==> config.mk <==
export PLATFORM = sky130hd
export DESIGN_NAME = alu_exec
export DESIGN_NICKNAME = d
export VERILOG_FILES = /design/src/rtl/alu_exec.sv
export SDC_FILE = /design/constraint.sdc
export NUM_CORES = 1
export LEC_CHECK = 0
export BUFFER_PORTS_ARGS = -buffer_cell sky130_fd_sc_hd__buf_2
export CAP_MARGIN = 20
export CELL_PAD_IN_SITES_DETAIL_PLACEMENT = 1
export CELL_PAD_IN_SITES_GLOBAL_PLACEMENT = 1
export CORE_MARGIN = 2
export CORE_UTILIZATION = 39
export DETAILED_ROUTE_END_ITERATION = 7
export GPL_TIMING_DRIVEN = 0
export HOLD_SLACK_MARGIN = 0.02
export PLACE_DENSITY = 0.75
export SLEW_MARGIN = 0
export SYNTH_ARGS = -nofsm -noshare
export SYNTH_HDL_FRONTEND = slang
export SYNTH_SLANG_ARGS = --single-unit
export TNS_END_PERCENT = 100
==> constraint.sdc <==
create_clock -name clk -period 4.35 [get_ports clk]
set_input_delay 0 -clock clk [delete_from_list [all_inputs] [get_ports clk]]
set_output_delay 0 -clock clk [all_outputs]
set_load 0.05 [all_outputs]
==> src/rtl/alu_exec.sv <==
// alu_exec: EX-stage ALU behind a valid/ready input, with a 2-entry result FIFO.
// The FIFO head lives in the output registers and a single skid register holds
// the second entry, so every output is driven directly by a flop.
module alu_exec #(
  parameter int WIDTH = 32
) (
  input  logic             clk,
  input  logic             reset,
  input  logic             in_valid,
  output logic             in_ready,
  input  logic [3:0]       in_ctrl,
  input  logic [WIDTH-1:0] in_a,
  input  logic [WIDTH-1:0] in_b,
  output logic             out_valid,
  input  logic             out_ready,
  output logic [WIDTH-1:0] out_result,
  output logic             out_zero,
  output logic             out_ovf,
  output logic             out_illegal,
  output logic [15:0]      op_count
);

  localparam logic [3:0] C_AND = 4'b0000;
  localparam logic [3:0] C_OR  = 4'b0001;
  localparam logic [3:0] C_ADD = 4'b0010;
  localparam logic [3:0] C_SUB = 4'b0110;
  localparam logic [3:0] C_SLT = 4'b0111;
  localparam logic [3:0] C_NOR = 4'b1100;
  localparam logic [3:0] C_XOR = 4'b1101;

  logic [WIDTH-1:0] w_sum;
  logic [WIDTH-1:0] w_diff;
  logic             w_add_ovf;
  logic             w_sub_ovf;
  logic [WIDTH-1:0] w_res;
  logic             w_ovf;
  logic             w_ill;
  logic             w_zero;
  logic             w_push;
  logic             w_pop;

  logic [1:0]       r_count;
  logic [WIDTH-1:0] r_out_res;
  logic             r_out_zero;
  logic             r_out_ovf;
  logic             r_out_ill;
  logic [WIDTH-1:0] r_skid_res;
  logic             r_skid_zero;
  logic             r_skid_ovf;
  logic             r_skid_ill;
  logic [15:0]      r_op_count;

  // Datapath: compute result and flags for the operands currently presented.
  always_comb begin
    w_sum     = in_a + in_b;
    w_diff    = in_a - in_b;
    w_add_ovf = (in_a[WIDTH-1] == in_b[WIDTH-1]) && (w_sum[WIDTH-1] != in_a[WIDTH-1]);
    w_sub_ovf = (in_a[WIDTH-1] != in_b[WIDTH-1]) && (w_diff[WIDTH-1] != in_a[WIDTH-1]);
    w_res     = {WIDTH{1'b0}};
    w_ovf     = 1'b0;
    w_ill     = 1'b0;
    case (in_ctrl)
      C_AND: w_res = in_a & in_b;
      C_OR:  w_res = in_a | in_b;
      C_ADD: begin
        w_res = w_sum;
        w_ovf = w_add_ovf;
      end
      C_SUB: begin
        w_res = w_diff;
        w_ovf = w_sub_ovf;
      end
      // Signed less-than: the raw difference sign is wrong when the subtract overflows.
      C_SLT: w_res = {{(WIDTH-1){1'b0}}, w_diff[WIDTH-1] ^ w_sub_ovf};
      C_NOR: w_res = ~(in_a | in_b);
      C_XOR: w_res = in_a ^ in_b;
      default: begin
        w_res = {WIDTH{1'b0}};
        w_ill = 1'b1;
      end
    endcase
    w_zero = (w_res == {WIDTH{1'b0}});
  end

  assign in_ready    = (r_count != 2'd2);
  assign out_valid   = (r_count != 2'd0);
  assign w_push      = in_valid && in_ready;
  assign w_pop       = out_valid && out_ready;
  assign out_result  = r_out_res;
  assign out_zero    = r_out_zero;
  assign out_ovf     = r_out_ovf;
  assign out_illegal = r_out_ill;
  assign op_count    = r_op_count;

  // FIFO state: head in output regs, second entry in skid regs; pop leaves head stale.
  always_ff @(posedge clk) begin
    if (reset) begin
      r_count     <= 2'd0;
      r_out_res   <= {WIDTH{1'b0}};
      r_out_zero  <= 1'b0;
      r_out_ovf   <= 1'b0;
      r_out_ill   <= 1'b0;
      r_skid_res  <= {WIDTH{1'b0}};
      r_skid_zero <= 1'b0;
      r_skid_ovf  <= 1'b0;
      r_skid_ill  <= 1'b0;
    end else begin
      case (r_count)
        2'd0: begin
          if (w_push) begin
            r_out_res  <= w_res;
            r_out_zero <= w_zero;
            r_out_ovf  <= w_ovf;
            r_out_ill  <= w_ill;
            r_count    <= 2'd1;
          end
        end
        2'd1: begin
          if (w_push && w_pop) begin
            r_out_res  <= w_res;
            r_out_zero <= w_zero;
            r_out_ovf  <= w_ovf;
            r_out_ill  <= w_ill;
          end else if (w_push) begin
            r_skid_res  <= w_res;
            r_skid_zero <= w_zero;
            r_skid_ovf  <= w_ovf;
            r_skid_ill  <= w_ill;
            r_count     <= 2'd2;
          end else if (w_pop) begin
            r_count <= 2'd0;
          end
        end
        2'd2: begin
          if (w_pop) begin
            r_out_res  <= r_skid_res;
            r_out_zero <= r_skid_zero;
            r_out_ovf  <= r_skid_ovf;
            r_out_ill  <= r_skid_ill;
            r_count    <= 2'd1;
          end
        end
        default: r_count <= 2'd0;
      endcase
    end
  end

  // Accepted-operation counter, wraps naturally at 16 bits.
  always_ff @(posedge clk) begin
    if (reset) begin
      r_op_count <= 16'd0;
    end else if (w_push) begin
      r_op_count <= r_op_count + 16'd1;
    end
  end

endmodule

### After elaboration in Yosys (flattened, before gate mapping)

Index checks and enable logic that the tools add are counted.

| storage, ports and cells | value |
|---|---|
| register bits | 88 |
| latch bits | 0 |
| bits in writable memories | 0 |
| memory bits (read-only) | 0 |
| bits of input ports | 72 |
| output and inout bits | 53 |
| logic and storage cells | 76 |
| memories kept | 0 |

| operators by class | value |
|---|---|
| $add $sub $neg | 3 |
| $mul | 0 |
| divide/modulo/power cells | 0 |
| $lt $le $gt $ge | 0 |
| eq/ne operators | 18 |
| shift-type cells | 0 |
| multiplexer cells | 25 |
| bitwise operators | 6 |
| reductions and logical operators | 14 |

Operators by type and width:

| cell | count |
|---|---|
| $pmux 32 s7 | 1 |
| $mux 32 | 3 |
| $pmux 32 s3 | 1 |
| $add 32x32->32 | 1 |
| $and 32x32->32 | 1 |
| $logic_not 32->1 | 1 |
| $not 32->32 | 1 |
| $or 32x32->32 | 1 |
| $sub 32x32->32 | 1 |
| $xor 32x32->32 | 1 |
| $add 16x1->16 const B | 1 |
| $mux 1 | 10 |
| $mux 2 | 5 |
| $ne 2x2->1 const B | 5 |
| $pmux 1 s3 | 3 |
| $eq 4x3->1 const B | 2 |
| $eq 4x4->1 const B | 2 |
| $reduce_and 4->1 | 2 |
| $reduce_or 7->1 | 1 |
| $pmux 2 s3 | 1 |
| $logic_and 1x1->1 | 5 |
| $eq 4x1->1 const B | 1 |
| $eq 4x2->1 const B | 1 |
| $logic_not 4->1 | 1 |
| other kinds (12) | 14 |

### Depth between registers and ports, before layout

Gate-level depths: netlist of run 1.

| logic depth | value |
|---|---|
| depth in word-level cells | 8 |
| depth in mapped cells | 25 |
| mapped depth without buffers | 23 |

### Least setup slack after synthesis of run 1

OpenSTA, ideal clock, no wires.

| timing | value |
|---|---|
| kind | input -> register |
| start point | input port in_a[8] |
| end point | register r_out_zero, in the netlist out_zero |
| setup time | 0.079 ns |
| arrival time | 4.407 ns |
| required time | 4.271 ns |
| path slack | -0.136 ns |
| stages | 25 |
| buffers on the path | 2 |
| cells stage by stage | inv_1 -> ha_1 -> buf_6 -> or4_1 -> buf_2 -> or3_1 -> a31oi_1 -> o31ai_1 -> a21oi_1 -> a21oi_1 -> o21ai_0 -> a21oi_1 -> nor2_1 -> nor2_1 -> fa_1 -> a31oi_1 -> nor3b_1 -> nor3_1 -> and4_1 -> nand4_1 -> nor3b_1 -> nand4_1 -> nor4_2 -> nand3_1 -> a211oi_2 |

| on the way | value |
|---|---|
| word-level cells in the longest chain between the ends | 8 |
| elaborated cells on any way between the ends | 14 |
| classes of those cells | 2 x add/sub; 1 x eq/ne; 4 x mux; 5 x bitwise; 2 x reduce/logical |

Ends and longest elaborated chain:

| item | line | text |
|---|---|---|
| start, declared | 12 | `input logic [WIDTH-1:0] in_a,` |
| $sub 32x32->32 | 56 | `w_diff = in_a - in_b;` |
| $ne 1x1->1 | 58 | `w_sub_ovf = (in_a[WIDTH-1] != in_b[WIDTH-1]) && (w_diff[WIDTH-1] != in_a[WIDTH-1]);` |
| $logic_and 1x1->1 | 58 |  |
| $xor 1x1->1 | 74 | `C_SLT: w_res = {{(WIDTH-1){1'b0}}, w_diff[WIDTH-1] ^ w_sub_ovf};` |
| $pmux 32 s7 * | 62 | `case (in_ctrl)` |
| $logic_not 32->1 * | 82 | `w_zero = (w_res == {WIDTH{1'b0}});` |
| $mux 1, on equally long branches | 119, 110 |  |
| $pmux 1 s3 * | 108 | `case (r_count)` |
| end signal, assigned | 112 | `r_out_zero <= w_zero;` |
| end signal, assigned | 121 | `r_out_zero <= w_zero;` |
| end signal, assigned | 137 | `r_out_zero <= r_skid_zero;` |
| end, declared | 44 | `logic r_out_zero;` |

Mark *: on every way between the ends. The rest lies on a longest branch, timed or not. The select of a mux whose other input is x is not followed.
A chain may end at the register's enable or synchronous reset.

### Worst setup path in the final report of run 1

| timing | value |
|---|---|
| start point | input port in_ctrl[3] |
| end point | register r_skid_zero |

| on the way | value |
|---|---|
| word-level cells in the longest chain between the ends | 3 |
| elaborated cells on any way between the ends | 9 |
| classes of those cells | 6 x eq/ne; 1 x mux; 2 x reduce/logical |

Ends and longest elaborated chain:

| item | line | text |
|---|---|---|
| start, declared | 11 | `input logic [3:0] in_ctrl,` |
| $eq 4x4->1 (tied with other cells) | 62 |  |
| $pmux 32 s7 * | 62 |  |
| $logic_not 32->1 * | 82 |  |
| end signal, assigned | 126 | `r_skid_zero <= w_zero;` |
| end, declared | 48 | `logic r_skid_zero;` |

Mark *: on every way between the ends. The rest lies on a longest branch, timed or not.

==> key figures, run 1 <==
Status
  • Status: finished with violations
  • Failing checks: setup timing

Logic synthesis
  • Post-Syn Nets: 1542
  • Most used flip-flop cell after synthesis: dfxtp_1
  • EDFF count, synth: 0
  • Synthesized area per cell: ~7 um^2
  • Synth Register Bits: slightly below 90
  • Post-synthesis cell type count: 85
  • Most common cell in the synthesized netlist: nor2_1
  • Synth top area share: a little under a fifth
  • Synthesis warning total: 0
  • Commonest cells in the netlist: nor2_1, a21oi_1, ha_1
  • Seq/Total Area, Yosys: between 15 and 20%
  • Cells after Synth: roughly 1400
  • Main area contributors after synthesis: dfxtp_1, ha_1, nor2_1
  • Area leader, netlist: dfxtp_1
  • Mapped Area: 0.009692 mm^2
  • Ys async rst share: 0%

Clock network
  • CTS Buf Count: 9
  • Clock transition at the registers of the reported paths: about 0.06 ns
  • Clk buf depth: 2
  • CTS H-tree lvls: 3
  • Clock latency at the later pin of the worst-skew pair: 0.34 ns
  • Clock Tree Root: clkbuf_16
  • CTS Sinks: between 80 and 90
  • CTS tree: built

Die
  • Die Height: 161.6 um
  • Initial Util: just under 40%
  • Die Wd: about 160 um
  • Full die area: about 0.026 mm^2
  • CORE AREA: 0.02439 mm^2
  • Row cnt: 57
  • Ports: 125

Routing
  • Vias per cell: a little over 6
  • DRT antenna net count: 0
  • DRC viols: 0
  • Routed WL per cell: about 23 um
  • Post-Route WL: approximately 42000 um
  • Initial DRC Count: roughly 860
  • DR vias: around 11000
  • Iteration count of the initial detailed-routing pass: 6

STA
  • Number of setup violations in the final report: 2
  • Min Tclk post-route: between 4 and 5 ns
  • RSZ-0062 raised after global routing: yes
  • Worst-Margin Slew: about 1.2 ns
  • Final period util: 101.6%
  • Fin. Hold Viols: 0
  • Slew Viols, Final: 0
  • Max-slew headroom at the worst pin: around 20%
  • Clk_skew: roughly 0.0036 ns
  • Max Freq: roughly 0.23 GHz
  • Final WS setup: -0.06990 ns

Layout
  • Area taken by multi-input logic gates: roughly 0.0074 mm^2
  • Layout cells sized above 1: roughly 15%
  • Final nets: between 1500 and 2000
  • Fill cell count: ~3200
  • Synth-to-layout area growth: 17.76%
  • FF+latch area: 0.001762 mm^2

Pwr
  • LEAKAGE: 4.853 nW
  • Peak supply drop: about 230 uV
  • Pwr Total: just over 3 mW
  • Cell area power density: about 270 mW/mm^2

Setup path
  • Arrival time at the worst endpoint: 4.69 ns
  • Kind of critical path: primary input to flop
  • CP Launch Point: in_ctrl[3]
  • R2r startpoint: r_count[1]
  • CP endpoint kind: flop
  • Worst Reg-to-Reg Cells: 9
  • Crit start category: primary input
  • Peak fanout along the critical path: 10
  • CP required: 4.62 ns

Place
  • Number of buffers inserted by port buffering: 122
  • Post-DP HPWL: 33230 um
  • Global placer's final weighted congestion: 0.9955
  • Worst slack at placement: -1.591 ns

Hold path
  • Worst Min Path Start: out_ready
  • Hold Crit Depth: 2
  • Min-delay worst type: primary input to flop

Global route
  • Tot GR Track Use: 31.75%
  • Global route overflow: 0
  • Pin count of the biggest net entering global routing: 16
  • First-pass GRT wire length: 64930 um
  • Vias in the first global route: 11630
  • Initial antenna violation count: 1

Run
  • Max cap viols: 0
registers in the layout, indices dropped and copies added (netlist names):
register,flops
r_skid_ovf,1
out_result,32
out_zero,1
out_ovf,1
r_skid_ill,1
r_skid_res,32
r_skid_zero,1
op_count,16
r_count,2
out_illegal,1
cells by family (layout without fill, tap and decap cells):
group | after synthesis | after routing | share of synthesized area (%)
multiplexers | 16 | 16 | 1.756
AND/OR/NAND/NOR | 476 | 476 | 23.69
other | 0 | 1 | 0
flip-flops | 88 | 88 | 18.18
AO/OA/AOI/OAI | 467 | 467 | 33.30
buffers and inverters | 194 | 342 | 7.630
adder cells (fa/ha/maj) | 106 | 106 | 13.92
XOR/XNOR | 17 | 17 | 1.536
through the flow:
stage / cell area [um^2] / instances / hold WS (ns) / TNS (ns) / util [%]
2_1_floorplan: 9696 / 1364 / 0.1600 / 0 / -
3_3_place_gp: 10710 / 1810 / 0.3325 / -4.166 / 43.92
3_5_place_dp: 10720 / 1811 / 0.3455 / -4.522 / 43.96
4_1_cts: 11320 / 1840 / 0.05497 / -0.6527 / 46.40
5_1_grt: 11410 / 1837 / 0.1114 / -0.5035 / 46.79
6_report: 11410 / 1837 / 0.07128 / -0.1021 / 46.79
worst paths after layout:
kind,slack [ns],to
max,-0.07,r_skid_zero
min reg2reg,0.47,out_result[30]
min,0.07,r_count[1]
max reg2reg,1.84,out_result[12]
critical path: stages:
cell      delay, ns
buf_2          0.13
or2_1          0.10
clkbuf_1       0.52
or2_2          0.22
clkbuf_1       0.36
clkbuf_1       0.56
buf_1          0.60
clkbuf_1       0.59
o221ai_1       0.21
a21oi_1        0.45
nand4_1        0.22
nor4_4         0.35
buf_4          0.16
nand3_2        0.06
a21oi_2        0.16
cells in the final DEF (no fill, tap or decap), types with 12 or more instances in the layout:
cell type / synthesis / routed
nor2_1: 202 / 200
a221oi_1: 12 / 12
a211oi_1: 75 / 74
dfxtp_1: 88 / 88
o21ai_0: 43 / 42
and3_1: 17 / 17
buf_4: 0 / 13
nor2b_1: 16 / 16
clkbuf_1: 85 / 81
nand2_1: 68 / 68
o211ai_1: 19 / 19
a21oi_1: 122 / 119
nor3_1: 42 / 39
a21o_1: 19 / 19
inv_1: 93 / 87
nand3_1: 31 / 30
a22oi_1: 22 / 22
ha_1: 103 / 97
a31oi_1: 14 / 12
nand4_1: 15 / 15
a211o_1: 12 / 12
o22ai_1: 16 / 16
or3_1: 17 / 16
o31ai_1: 18 / 17
buf_2: 3 / 117
xor2_1: 12 / 12
routing by layer:
layer	vias to the layer above	routed length [um]	track usage [%]
met5	-	0	0
met3	137	3295	5.958
met4	0	2207	14.20
met2	498	18760	51.05
met1	5557	18160	41.38
li1	5264	-	-
area by class of cell:
cell class                 count  share of cell area (%)
inverter                      99                   3.409
timing repair buffer         137                   6.786
multi-input combinational   1082                   64.72
sequential                    88                   15.44
tap                          324                   3.552
clock buffer                   9                   1.973
buffer                        90                   3.048
clock inverter                 7                   1.052
antenna                        1                 0.02193
power by group:
group / switching, mW / internal, mW
clock network: 0.329 / 0.562
registers: 0.0259 / 0.852
logic: 0.892 / 0.411
total: 1.25 / 1.83
repair_timing:
action / 4_1_cts / 5_1_grt
buffers inserted: 12 / 1
hold endpoints to repair: 1 / 0
pin swaps: 19 / 20
endpoints found under the setup margin: 5 / 2
gates resized for setup: 34 / 34
hold buffers: 1 / 0
Note: power is estimated with default switching activity, not from simulation.
==> run 2, diff against run 1 <==
BUFFER_PORTS_ARGS = -buffer_cell sky130_fd_sc_hd__buf_4   (was -buffer_cell sky130_fd_sc_hd__buf_2)
==> run 2 against run 1 <==
  * The flow still finishes with violations (setup timing)
  * Final area rose by 1.9%
  * Non-clock buffer count decreased by 2
  * Total power fell by 3.5%
  * Critical path depth is 10 higher
==> key figures, run 2 (same netlist as run 1, synthesis figures left out) <==
Setup path
  • Arrival time at the worst endpoint: about 4.6 ns
  • CP max-delay cell: or4_4
  • Peak fanout along the critical path: 3
  • CP max stage delay: around 0.53 ns
  • Crit start category: primary input
  • R2r startpoint: r_count[1]
  • CP endpoint kind: flop
  • RR Endpoint: out_result[11]
  • R2r setup slk: between 1.5 and 2 ns
  • CP required: between 4 and 5 ns
  • Worst Reg-to-Reg Cells: 9
  • Kind of critical path: primary input to flop

Clock network
  • Clk buf depth: 2
  • CTS Sinks: 88
  • Clock latency at the later pin of the worst-skew pair: ~0.33 ns
  • CTS tree: built
  • Clock Tree Root: clkbuf_16
  • Clock transition at the registers of the reported paths: ~0.06 ns
  • CTS H-tree lvls: 3
  • CTS Buf Count: 9

STA
  • Final period util: 100.7%
  • Number of setup violations in the final report: 1
  • Max Freq: around 0.23 GHz
  • Hold slack final: around 0.053 ns
  • Final WS setup: -0.02882 ns
  • Max-slew headroom at the worst pin: a little over a fifth
  • Slew Viols, Final: 0
  • Min Tclk post-route: around 4.4 ns
  • Worst-Margin Slew: around 1.2 ns
  • RSZ-0062 raised after global routing: yes
  • Clk_skew: ~0.0042 ns
  • Fin. Hold Viols: 0

Global route
  • Tot GR Track Use: approximately 33%
  • Global route overflow: 0
  • Initial antenna violation count: 1
  • Pin count of the biggest net entering global routing: 14
  • Vias in the first global route: ~11000
  • First-pass GRT wire length: between 60000 and 70000 um

Layout
  • Most common cell after layout, fill and taps aside: nor2_1
  • Final instance area: 0.01163 mm^2
  • Area taken by multi-input logic gates: 0.007380 mm^2
  • Most frequent cells in the layout: nor2_1, buf_4, a21oi_1
  • Fin util: 47.67%
  • Diodes inserted: 0
  • Layout cells sized above 1: 14.83%
  • Fill cell count: 3122
  • FF+latch area: approximately 0.0018 mm^2
  • Synth-to-layout area growth: 19.97%
  • Final nets: around 1700

Die
  • Row cnt: 57
  • Die Height: roughly 160 um
  • Die Wd: roughly 160 um
  • CORE AREA: 0.02439 mm^2
  • Full die area: between 0.02 and 0.03 mm^2
  • Initial Util: ~40%
  • Ports: between 100 and 150

Status
  • Failing checks: setup timing
  • Status: finished with violations

Place
  • Worst slack at placement: -1.596 ns
  • Global placer's final weighted congestion: a little under 1
  • Post-place instance area: between 0.01 and 0.015 mm^2
  • Number of buffers inserted by port buffering: between 100 and 150
  • Post-DP HPWL: between 30000 and 40000 um

Hold path
  • Worst Min Path Start: out_ready
  • Hold Crit Depth: 2
  • Min-delay worst type: primary input to flop
  • Hold EP: r_count[1]

Routing
  • DRT antenna net count: 0
  • Post-Route WL: around 43000 um
  • Routed WL per cell: 23.49 um
  • DRC viols: 0
  • Iteration count of the initial detailed-routing pass: 6
  • Initial DRC Count: between 1000 and 1500
  • Vias per cell: 6.267
  • DR vias: between 10000 and 15000

Pwr
  • LEAKAGE: 4.879 nW
  • Peak supply drop: roughly 200 uV
  • Cell area power density: 254.9 mW/mm^2

Run
  • Max cap viols: 0
-- run 2: cell count changes in the layout (fill, tap and decap cells not counted), sizes merged --
cell | previous run | this run
bufinv | 3 | 0
clkbuf | 92 | 96
clkdlybuf4s15 | 1 | 0
clkinv | 3 | 1
diode | 1 | 0
-- run 2: power breakdown --
part	switching [mW]	internal (mW)
Sequential	0.0275	0.852
Combinational	0.893	0.445
Clock	0.312	0.434
Total	1.23	1.73
-- run 2: worst max-delay path, delay by kind of cell --
kind | cells | cell delay, ns
compound gates | 8 | 1.20
fa+ha+maj | 2 | 0.62
buf+inv | 3 | 0.33
simple gates | 12 | 2.46
-- run 2: layout make-up --
| type | instances | share of cell area (%) |
|---|---|---|
| clock buffer | 14 | 2.357 |
| multi-input combinational | 1082 | 63.47 |
| timing repair buffer | 136 | 9.157 |
| sequential | 88 | 15.15 |
| inverter | 99 | 3.368 |
| clock inverter | 2 | 0.1076 |
| buffer | 89 | 2.905 |
| tap | 324 | 3.486 |
-- run 2: worst max path at each step --
stage                     startpoint       end  slack (ns)
after floorplan              in_a[8]  out_zero        0.11
after global placement       in_a[8]  out_zero       -1.56
after detailed placement     in_a[9]  out_zero       -1.60
after CTS                    in_b[9]  out_zero       -0.40
after global routing        in_b[10]  out_zero       -0.14
final                       in_b[10]  out_zero       -0.03
-- run 2: metal layers --
| metal | vias to the layer above | global-route usage, % | wire [um] |
|---|---|---|---|
| li1 | 5273 | - | - |
| met1 | 5678 | 43.89 | 18850 |
| met2 | 439 | 52.16 | 19340 |
| met3 | 103 | 4.854 | 2890 |
| met4 | 0 | 13.19 | 1996 |
| met5 | - | 0 | 0 |
-- run 2: repair_timing --
| item | 4_1_cts | 5_1_grt |
|---|---|---|
| endpoints found under the setup margin | 4 | 2 |
| hold endpoints to repair | 1 | 0 |
| buffers inserted | 7 | 5 |
| gates cloned | 0 | 0 |
| pin swaps | 19 | 21 |
| resized for setup | 33 | 30 |
| hold buffers | 1 | 0 |
-- run 2: through the flow --
step                cells  setup TNS, ns  total power, mW
floorplan            1364              0            1.717
global placement     1810         -4.266            2.141
detailed placement   1811         -4.507            2.163
CTS                  1835        -0.7020            2.937
global route         1834        -0.2270            3.122
finish               1834       -0.02882            2.964
==> run 3, diff against run 2 <==
BUFFER_PORTS_ARGS = default   (was -buffer_cell sky130_fd_sc_hd__buf_4)
CORE_UTILIZATION = 44   (was 39)
CTS_BUF_LIST = sky130_fd_sc_hd__clkbuf_8   (was default)
DONT_BUFFER_PORTS = 1   (was default)
PLACE_DENSITY = 0.77   (was 0.75)
SLEW_MARGIN = default   (was 0)
==> run 3 against run 2 <==
  * The flow now finishes without violations
  * Global-route usage increased by 2.4 points
  * Worst hold slack improved by 0.0055 ns
  * Total power decreased by 10%
  * Critical path depth decreased by 1
  * Count of clock-buffer cells in the layout decreased by 5
  * Final area decreased by 9.5%
  * Fmax increased by 2.8%
==> key figures, run 3 (same netlist as run 1, synthesis figures left out) <==
Clock network
  • Clock Tree Root: clkbuf_8
  • CTS tree: built
  • Clock latency at the later pin of the worst-skew pair: roughly 0.37 ns
  • CTS Buf Count: 9
  • CTS Sinks: 88
  • CTS H-tree lvls: 3
  • Clk buf depth: 2
  • Clock transition at the registers of the reported paths: around 0.08 ns

Die
  • Ports: roughly 130
  • Row cnt: 54
  • Die Wd: 152.4 um
  • Die Height: around 150 um
  • CORE AREA: ~0.022 mm^2
  • Initial Util: 44.69%
  • Full die area: 0.02323 mm^2

Global route
  • Vias in the first global route: around 11000
  • Tot GR Track Use: a little over a third
  • First-pass GRT wire length: around 65000 um
  • Pin count of the biggest net entering global routing: 14
  • Global route overflow: 0
  • Initial antenna violation count: 1

Pwr
  • Logic pwr share: around two fifths
  • LEAKAGE: around 4.2 nW
  • Cell area power density: ~250 mW/mm^2
  • Part of the power in the clock network: 20.8%
  • Switching Share: 44.48%
  • Internal power: 1.474 mW
  • Sw Pwr: 1.181 mW
  • Peak supply drop: roughly 170 uV
  • Seq pwr share: a little under two fifths

Routing
  • Iteration count of the initial detailed-routing pass: 5
  • Post-Route WL: about 42000 um
  • DRC viols: 0
  • DR vias: around 11000
  • Initial DRC Count: 993
  • Routed WL per cell: about 25 um
  • Vias per cell: approximately 6.6
  • DRT antenna net count: 0

STA
  • Min Tclk post-route: between 4 and 5 ns
  • Final period util: 97.90%
  • Number of setup violations in the final report: 0
  • Max-slew headroom at the worst pin: between 10% and 20%
  • Worst-Margin Slew: roughly 1.2 ns
  • RSZ-0062 raised after global routing: yes
  • Max Freq: 0.2348 GHz
  • Hold slack final: a little under 0.06 ns
  • Fin Setup TNS: 0 ns
  • Slew Viols, Final: 0
  • Clk_skew: ~0.01 ns
  • Fin. Hold Viols: 0
  • Final WS setup: around 0.091 ns

Layout
  • Layout cells sized above 1: about 6.9%
  • Fin util: roughly half
  • Final instance area: about 0.011 mm^2
  • Final nets: roughly 1600
  • Most common cell after layout, fill and taps aside: nor2_1
  • Fill cell count: around 2800
  • Most frequent cells in the layout: nor2_1, a21oi_1, ha_1
  • Synth-to-layout area growth: 8.610%

Setup path
  • Worst path cell trace: inv_12, ha_4, or4_4, or3_4, a31oi_4, o31ai_4, a21oi_2, a21oi_2, o21ai_1, a21oi_1, nor2_1, nor2_2, fa_2, a31oi_4, nor3b_2, nor3_2, buf_4, and4_1, nand4_1, nor3b_2, nand4_1, nor4_4, nand3_1, a211oi_2
  • CP max stage delay: around 0.54 ns
  • CP required: roughly 4.6 ns
  • Arrival time at the worst endpoint: about 4.6 ns
  • Crit start category: primary input
  • Peak fanout along the critical path: 3
  • Kind of critical path: primary input to flop
  • CP max-delay cell: or4_4
  • CP endpoint kind: flop

Status
  • Status: finished, final reports clean

Place
  • Global placer's final weighted congestion: ~1.0
  • Post-DP HPWL: roughly 32000 um
  • Worst slack at placement: -1.464 ns
  • Number of buffers inserted by port buffering: 0
  • Post-place instance area: 0.01005 mm^2

Hold path
  • Min-delay worst type: primary input to flop

Run
  • Max cap viols: 0
[run 3: cell count changes in the layout (fill, tap and decap cells not counted), sizes merged]
cell / change
buf: -124
clkbuf: -4
inv: +4
dlygate4sd3: +2
bufinv: +1
diode: +1
[run 3: power by group through the flow]
stage          combinational (mW)  clock [mW]  sequential (mW)
4_1_cts                      1.06       0.553            0.993
6_report                     1.11       0.552            0.993
5_1_grt                      1.20       0.588            0.999
3_3_place_gp                 1.01           0             1.01
3_5_place_dp                 1.03           0             1.01
2_1_floorplan               0.715           0             1.00
[run 3: timing repair]
item                                    CTS  global route
endpoints found under the setup margin    3             2
hold buffers                              3             0
hold endpoints to repair                  8             0
gates resized for setup                  33            22
cloned                                    0             0
setup buffers                             6             3
pin swaps                                19            22
[run 3: metrics by stage]
step                instances  total power [mW]
finish                   1670             2.655
global route             1669             2.784
CTS                      1670             2.608
detailed placement       1645             2.039
global placement         1644             2.019
floorplan                1364             1.717
[run 3: cell type report]
cell class / instances / area, um^2 / share of cell area (%)
repair buffers: 13 / 105.1 / 0.9985
plain buffers: 91 / 351.6 / 3.340
flip-flops and latches: 88 / 1762 / 16.74
clock buffers: 9 / 123.9 / 1.177
multi-input cells: 1082 / 7367 / 69.99
clock inverters: 7 / 57.56 / 0.5468
well taps: 280 / 350.3 / 3.328
diodes: 1 / 2.502 / 0.02377
inverters: 99 / 406.6 / 3.863
[run 3: worst max-delay path: cells and delay by family]
kind / cells / cell delay, ns
AOI/OAI and AO/OA: 8 / 1.23
and+or+nand+nor: 12 / 2.44
buffers and inverters: 2 / 0.19
adders and majority gates: 2 / 0.64
[run 3: worst paths after layout]
kind / to / from / slack [ns] / depth (start not counted)
min reg2reg: r_skid_zero / r_skid_zero / 0.47 / 2
max: out_zero / in_b[7] / 0.09 / 24
max reg2reg: out_result[13] / r_count[1] / 1.79 / 9
min: r_skid_ovf / in_a[31] / 0.06 / 4
[run 3: layer usage]
metal,global-route usage (%),up-vias,share of wire (%)
met3,8.191,129,9.0
met4,15.34,0,5.1
met2,55.21,515,44
met5,0,-,0
li1,-,5013,-
met1,45.54,5368,42
